$ cat src/rtl/thinpad_bp_pkg.sv
// Purpose: shared direction-counter constants for the BTB (width chosen by BP_2BIT_CTR_EN).
// Latency: none, constants only.
// Backpressure: not applicable.
package thinpad_bp_pkg;

`ifdef BP_2BIT_CTR_EN
  // Two-bit saturating counter; MSB set means predict taken.
  localparam int CTR_W = 2;
  localparam logic [CTR_W-1:0] STRONG_NT = 2'b00;
  localparam logic [CTR_W-1:0] WEAK_NT   = 2'b01;
  localparam logic [CTR_W-1:0] WEAK_T    = 2'b10;
  localparam logic [CTR_W-1:0] STRONG_T  = 2'b11;
`else
  // One-bit last-outcome counter; the weak and strong states collapse.
  localparam int CTR_W = 1;
  localparam logic [CTR_W-1:0] STRONG_NT = 1'b0;
  localparam logic [CTR_W-1:0] WEAK_NT   = 1'b0;
  localparam logic [CTR_W-1:0] WEAK_T    = 1'b1;
  localparam logic [CTR_W-1:0] STRONG_T  = 1'b1;
`endif

  // Default btb_entry_t field widths (PC/target, index, statistics).
  localparam int PC_W_DFLT   = 16;
  localparam int DEPTH_DFLT  = 16;
  localparam int IDX_W_DFLT  = 4;
  localparam int STAT_W_DFLT = 16;

endpackage

$ cat src/rtl/bp_sat_ctr.sv
// Purpose: next-state of a saturating direction counter from {ctr, taken}.
// Latency: combinational, 0 cycles.
// Backpressure: none; the caller decides whether the result is written.
module bp_sat_ctr
  import thinpad_bp_pkg::*;
(
  input  logic [CTR_W-1:0] ctr,
  input  logic             taken,
  output logic [CTR_W-1:0] ctr_nxt
);

  // Step towards STRONG_T on taken, towards STRONG_NT otherwise, holding at the ends.
  always_comb begin
    ctr_nxt = ctr;
    if (taken) begin
      if (ctr != STRONG_T) ctr_nxt = ctr + CTR_W'(1);
    end else begin
      if (ctr != STRONG_NT) ctr_nxt = ctr - CTR_W'(1);
    end
  end

endmodule

$ cat src/rtl/branch_predictor_btb.sv
// Purpose: direct-mapped BTB with direction counters, mispredict detect and statistics (BP_2BIT_CTR_EN selects 2-bit counters).
// Latency: lookup and mispredict/redirect are combinational; table and statistics update at the next clk edge.
// Backpressure: exe_hold freezes all state and masks mispredict; the lookup path never stalls.
module branch_predictor_btb
  import thinpad_bp_pkg::*;
#(
  parameter int PC_W   = PC_W_DFLT,
  parameter int DEPTH  = DEPTH_DFLT,
  parameter int IDX_W  = IDX_W_DFLT,
  parameter int STAT_W = STAT_W_DFLT
) (
  input  logic              clk,
  input  logic              rst,
  input  logic [PC_W-1:0]   if_pc,
  output logic              pred_taken,
  output logic [PC_W-1:0]   pred_pc,
  input  logic              exe_valid,
  input  logic [PC_W-1:0]   exe_pc,
  input  logic              exe_taken,
  input  logic [PC_W-1:0]   exe_target,
  input  logic              exe_pred_taken,
  input  logic [PC_W-1:0]   exe_pred_pc,
  input  logic              exe_hold,
  output logic              mispredict,
  output logic [PC_W-1:0]   correct_pc,
  output logic [STAT_W-1:0] stat_hits,
  output logic [STAT_W-1:0] stat_miss
);

  localparam int TAG_W = PC_W - IDX_W;

  typedef struct packed {
    logic             valid;
    logic [TAG_W-1:0] tag;
    logic [PC_W-1:0]  target;
    logic [CTR_W-1:0] ctr;
  } btb_entry_t;

  // Register array so reset can clear every entry in a single cycle.
  btb_entry_t btb [DEPTH];

  logic [IDX_W-1:0] if_idx;
  logic [IDX_W-1:0] exe_idx;
  btb_entry_t       if_ent;
  btb_entry_t       exe_ent;
  logic             hit;
  logic             exe_hit;
  logic             upd;
  logic [CTR_W-1:0] ctr_nxt;

  // Fetch-side lookup reads the pre-update entry, giving write-after-read on a same-index update.
  always_comb begin
    if_idx     = if_pc[IDX_W-1:0];
    if_ent     = btb[if_idx];
    hit        = if_ent.valid && (if_ent.tag == if_pc[PC_W-1:IDX_W]);
    pred_taken = hit && if_ent.ctr[CTR_W-1];
    pred_pc    = pred_taken ? if_ent.target : if_pc + PC_W'(1);
  end

  // Resolve-side: entry probe, redirect decision and redirect target.
  always_comb begin
    exe_idx    = exe_pc[IDX_W-1:0];
    exe_ent    = btb[exe_idx];
    exe_hit    = exe_ent.valid && (exe_ent.tag == exe_pc[PC_W-1:IDX_W]);
    upd        = exe_valid && !exe_hold;
    mispredict = upd && ((exe_pred_taken != exe_taken) ||
                         (exe_taken && (exe_pred_pc != exe_target)));
    correct_pc = exe_taken ? exe_target : exe_pc + PC_W'(1);
  end

  bp_sat_ctr u_sat_ctr (
    .ctr     (exe_ent.ctr),
    .taken   (exe_taken),
    .ctr_nxt (ctr_nxt)
  );

  // Table update: allocate on taken miss, train on hit; reset clears all entries and wins.
  always_ff @(posedge clk) begin
    if (rst) begin
      for (int i = 0; i < DEPTH; i++) begin
        btb[i].valid  <= 1'b0;
        btb[i].tag    <= '0;
        btb[i].target <= '0;
        btb[i].ctr    <= STRONG_NT;
      end
    end else if (upd) begin
      if (exe_taken) begin
        if (exe_hit) begin
          btb[exe_idx].target <= exe_target;
          btb[exe_idx].ctr    <= ctr_nxt;
        end else begin
          btb[exe_idx].valid  <= 1'b1;
          btb[exe_idx].tag    <= exe_pc[PC_W-1:IDX_W];
          btb[exe_idx].target <= exe_target;
          btb[exe_idx].ctr    <= WEAK_T;
        end
      end else if (exe_hit) begin
        btb[exe_idx].ctr <= ctr_nxt;
      end
    end
  end

  // Saturating hit and mispredict counters; a stall blocks hit counting.
  always_ff @(posedge clk) begin
    if (rst) begin
      stat_hits <= '0;
      stat_miss <= '0;
    end else begin
      if (hit && !exe_hold && (stat_hits != '1)) stat_hits <= stat_hits + STAT_W'(1);
      if (mispredict && (stat_miss != '1))       stat_miss <= stat_miss + STAT_W'(1);
    end
  end

endmodule

$ cat config.mk
export PLATFORM = sky130hd
export DESIGN_NAME = branch_predictor_btb
export DESIGN_NICKNAME = d
export VERILOG_FILES = /design/src/rtl/thinpad_bp_pkg.sv /design/src/rtl/bp_sat_ctr.sv /design/src/rtl/branch_predictor_btb.sv
export SDC_FILE = /design/constraint.sdc
export NUM_CORES = 1
export LEC_CHECK = 0
export CAP_MARGIN = 30
export CORE_MARGIN = 2
export CORE_UTILIZATION = 40
export DETAILED_ROUTE_END_ITERATION = 10
export GPL_TIMING_DRIVEN = 0
export SYNTH_ARGS = -nofsm -noshare
export SYNTH_HDL_FRONTEND = slang
export SYNTH_SLANG_ARGS = --single-unit
$ cat constraint.sdc
create_clock -name clk -period 4.2 [get_ports clk]
set_input_delay 0.42 -clock clk [delete_from_list [all_inputs] [get_ports clk]]
set_output_delay 0.42 -clock clk [all_outputs]
set_load 0.02 [all_outputs]
==> run metrics <==
outcome finished, violations left; failing checks negative setup slack; GRT overflow 0; Post-Route WL 89300 µm; chip width 261 µm; Placed Instance Area 29200 µm²; PortBufs 129; Yosys top cell area share 52.9%; CP delay by family, top buffers and inverters; GRT Overall Usage 26.3%; layout overhead on the synthesized area 19.8%; sw frac 24.0%; critical path cell sequence buf_4 > buf_12 > buf_12 > buf_8 > buf_12 > buf_12 > mux2i_4 > mux2i_2 > nor2_1 > nor4_2 > nand4_2 > nor2b_1 > buf_4 > buf_4 > buf_8 > mux2_2 > buf_2; dpl ws -1.79 ns; first-pass GRT wire length 126000 µm; WP buf/inv 10; power share of the clock group 42.0%; ys async rst share 0%; Combinational Power Share 11.5%; Cell Count, Final, Fillers Out 3036; Yosys cell types 55; CTS tree done; Mapped Cells 1899; Worst Skew 0.0268 ns; HP Class flip-flop to flip-flop; drc violations 0; Core Footprint 65500 µm²; crit-path max FO 10; HPWL Detailed 65400 µm; Starting Density 40.2%; layout filler cell count 5708; fmax 0.235 GHz; RSZ-0062 raised after global routing yes; endpoints failing hold 0; placed cells 2918; Primary FF master, synth edfxtp_1; Iter 0 DRT Violations 2163; LEAKAGE 0.0112 µW; Skew-Pair Late Insertion Delay 0.62 ns; Power per Cell Area 401 nW/µm²; H-Tree Depth 2; Via density 5.82; die area 68000 µm²; slack of the critical path -0.0517 ns; Slew @ Worst Pin 1.14 ns; num rows 94; Clk pin slew, worst setup/hold paths 0.07 ns; NetSw 3040 µW; largest net degree at the start of global routing 18; number of enable flip-flop cells after synthesis 464; Req. time, crit path 3.78 ns; I/O pins 136; drt first pass iters 6; startpoint types primary input; CP max stage cell mux2_2; Critical Path End Type output port; internal power 9630 µW; Yosys top cell by area edfxtp_1; Setup TNS -0.159 ns; DR WL/cell 29.4 µm; Seq/Total Area, Yosys 56.5%; Worst path most repeated cell buf_12; Final Net Count 2204; Setup CP Type primary input to output port; # diodes 0; post-layout minimum cycle time 4.25 ns; most common cell after layout, fill and taps aside edfxtp_1; Avg Cell Area, Syn 13.9 µm²; root buf cell clkbuf_16; Routability Congestion 0.967; vias in the first global route 17729; Register Area 14900 µm²; Final Cycle Share 101%; share of layout cells above drive strength 1 23.2%; most frequent cells in the layout 464 x edfxtp_1, 263 x and2_1, 241 x nor2_1; post-synth net total 1976; clock sink count 512; Worst path max stage delay 0.36 ns; Mapped Area 26400 µm²; Yosys warning count 0; main area contributors after synthesis edfxtp_1 53%, mux4_2 17%, and2_1 6.2%, dfxtp_1 3.6%, nor2_1 3.4%; register share of total power 46.5%; synthesized flop and latch total 512; maxcap violations 0; Peak VDD IR 0.000326 V; max-slew violation count 0; WP data arrival 3.83 ns; Die Y 261 µm; Clock Path Buffers 3; cts bufs inserted 54; area occupied by multi-input gates 10600 µm²; Max-Slew Margin vs Limit 24.2%; antenna viol nets, final 0; via count 17682; Design Area, Final 31600 µm²; final setup fails 6; initial antenna violation count 0; cts hold-fix bufs 0
synthesized netlist by cell type (all sizes together), types with 16 or more instances:
library cell  count
mux4            198
xnor2            44
mux2             26
edfxtp          464
and3             20
buf              56
nor2b            17
nor2            244
inv              45
o21ai            44
nand2            84
xor2             34
clkbuf           92
mux2i            37
and2            263
nand4            16
dfxtp            48
nand3            32
nand2b           29
worst reg2reg max path, delay by kind of cell (launching register included):
| kind | cells | cell delay, ns |
|---|---|---|
| flops | 1 | 0.40 |
| xor+xnor | 1 | 0.19 |
| buf+inv | 1 | 0.27 |
| mux | 2 | 1.02 |
| simple gates | 5 | 1.37 |
power groups by stage:
stage               Combinational, µW  Sequential (µW)  Clock (µW)
global placement                 1360             5980           0
floorplan                         817             5950           0
detailed placement               1410             5990           0
global route                     1510             5900        5540
CTS                              1440             5880        5340
finish                           1460             5880        5320
state kept, by name, indices dropped and copies added, names as in the netlist:
name,count
stat_miss,16
stat_hits,16
btb,480
per-layer routing:
| layer | share of wire, % | track usage, % | wire length (µm) | vias up |
|---|---|---|---|---|
| met5 | 0 | 0 | 0 | - |
| met4 | 5.2 | 12.8 | 4650 | 0 |
| met3 | 9.4 | 5.11 | 8360 | 185 |
| met1 | 37 | 33.6 | 33200 | 9075 |
| met2 | 48 | 43.2 | 43100 | 960 |
| li1 | - | - | - | 7462 |
timing repair:
action / in CTS / in global routing
endpoints found under the setup margin: 475 / 167
buffers inserted: 6 / 8
cloned: 0 / 1
resized for setup: 172 / 38
pin swaps: 2 / 1
stage by stage:
step                      utilization (%)  hold WS [ns]  total power [µW]
after floorplan                         -         0.437              6760
after global placement               43.9         0.459              7340
after CTS                            47.9         0.473             12700
after global routing                 48.2         0.491             13000
after detailed placement             44.5         0.461              7400
final                                48.2         0.475             12700
path summary, 6_finish.rpt:
kind	from	endpoint	slack [ns]	cells past startpoint
worst min register to register	btb[10][29]	btb[10][29]	0.48	2
worst max-delay path	if_pc[1]	pred_pc[7]	-0.05	17
worst min-delay path	btb[10][29]	btb[10][29]	0.48	2
worst max register to register	btb[7][28]	btb[10][27]	0.57	9
cell type report:
class	count	share of cell area (%)
flip-flops and latches	512	47.2
multi-input cells	1194	33.7
repair buffers	172	5.81
clock buffers	61	4.43
well taps	864	3.42
plain buffers	148	3.17
clock inverters	40	1.75
inverters	45	0.535
logic make-up (layout without fill, tap and decap cells):
kind of cell / Yosys count / count (layout) / share of synthesized area, %
AND/OR/NAND/NOR: 747 / 747 / 15.0
flip-flops: 512 / 512 / 56.5
multiplexers: 261 / 261 / 19.4
buffers and inverters: 193 / 466 / 3.68
AO/OA/AOI/OAI: 101 / 101 / 2.47
XOR/XNOR: 78 / 78 / 2.59
adder cells (fa/ha/maj): 7 / 7 / 0.332
Note: power is estimated with default switching activity, not from simulation.
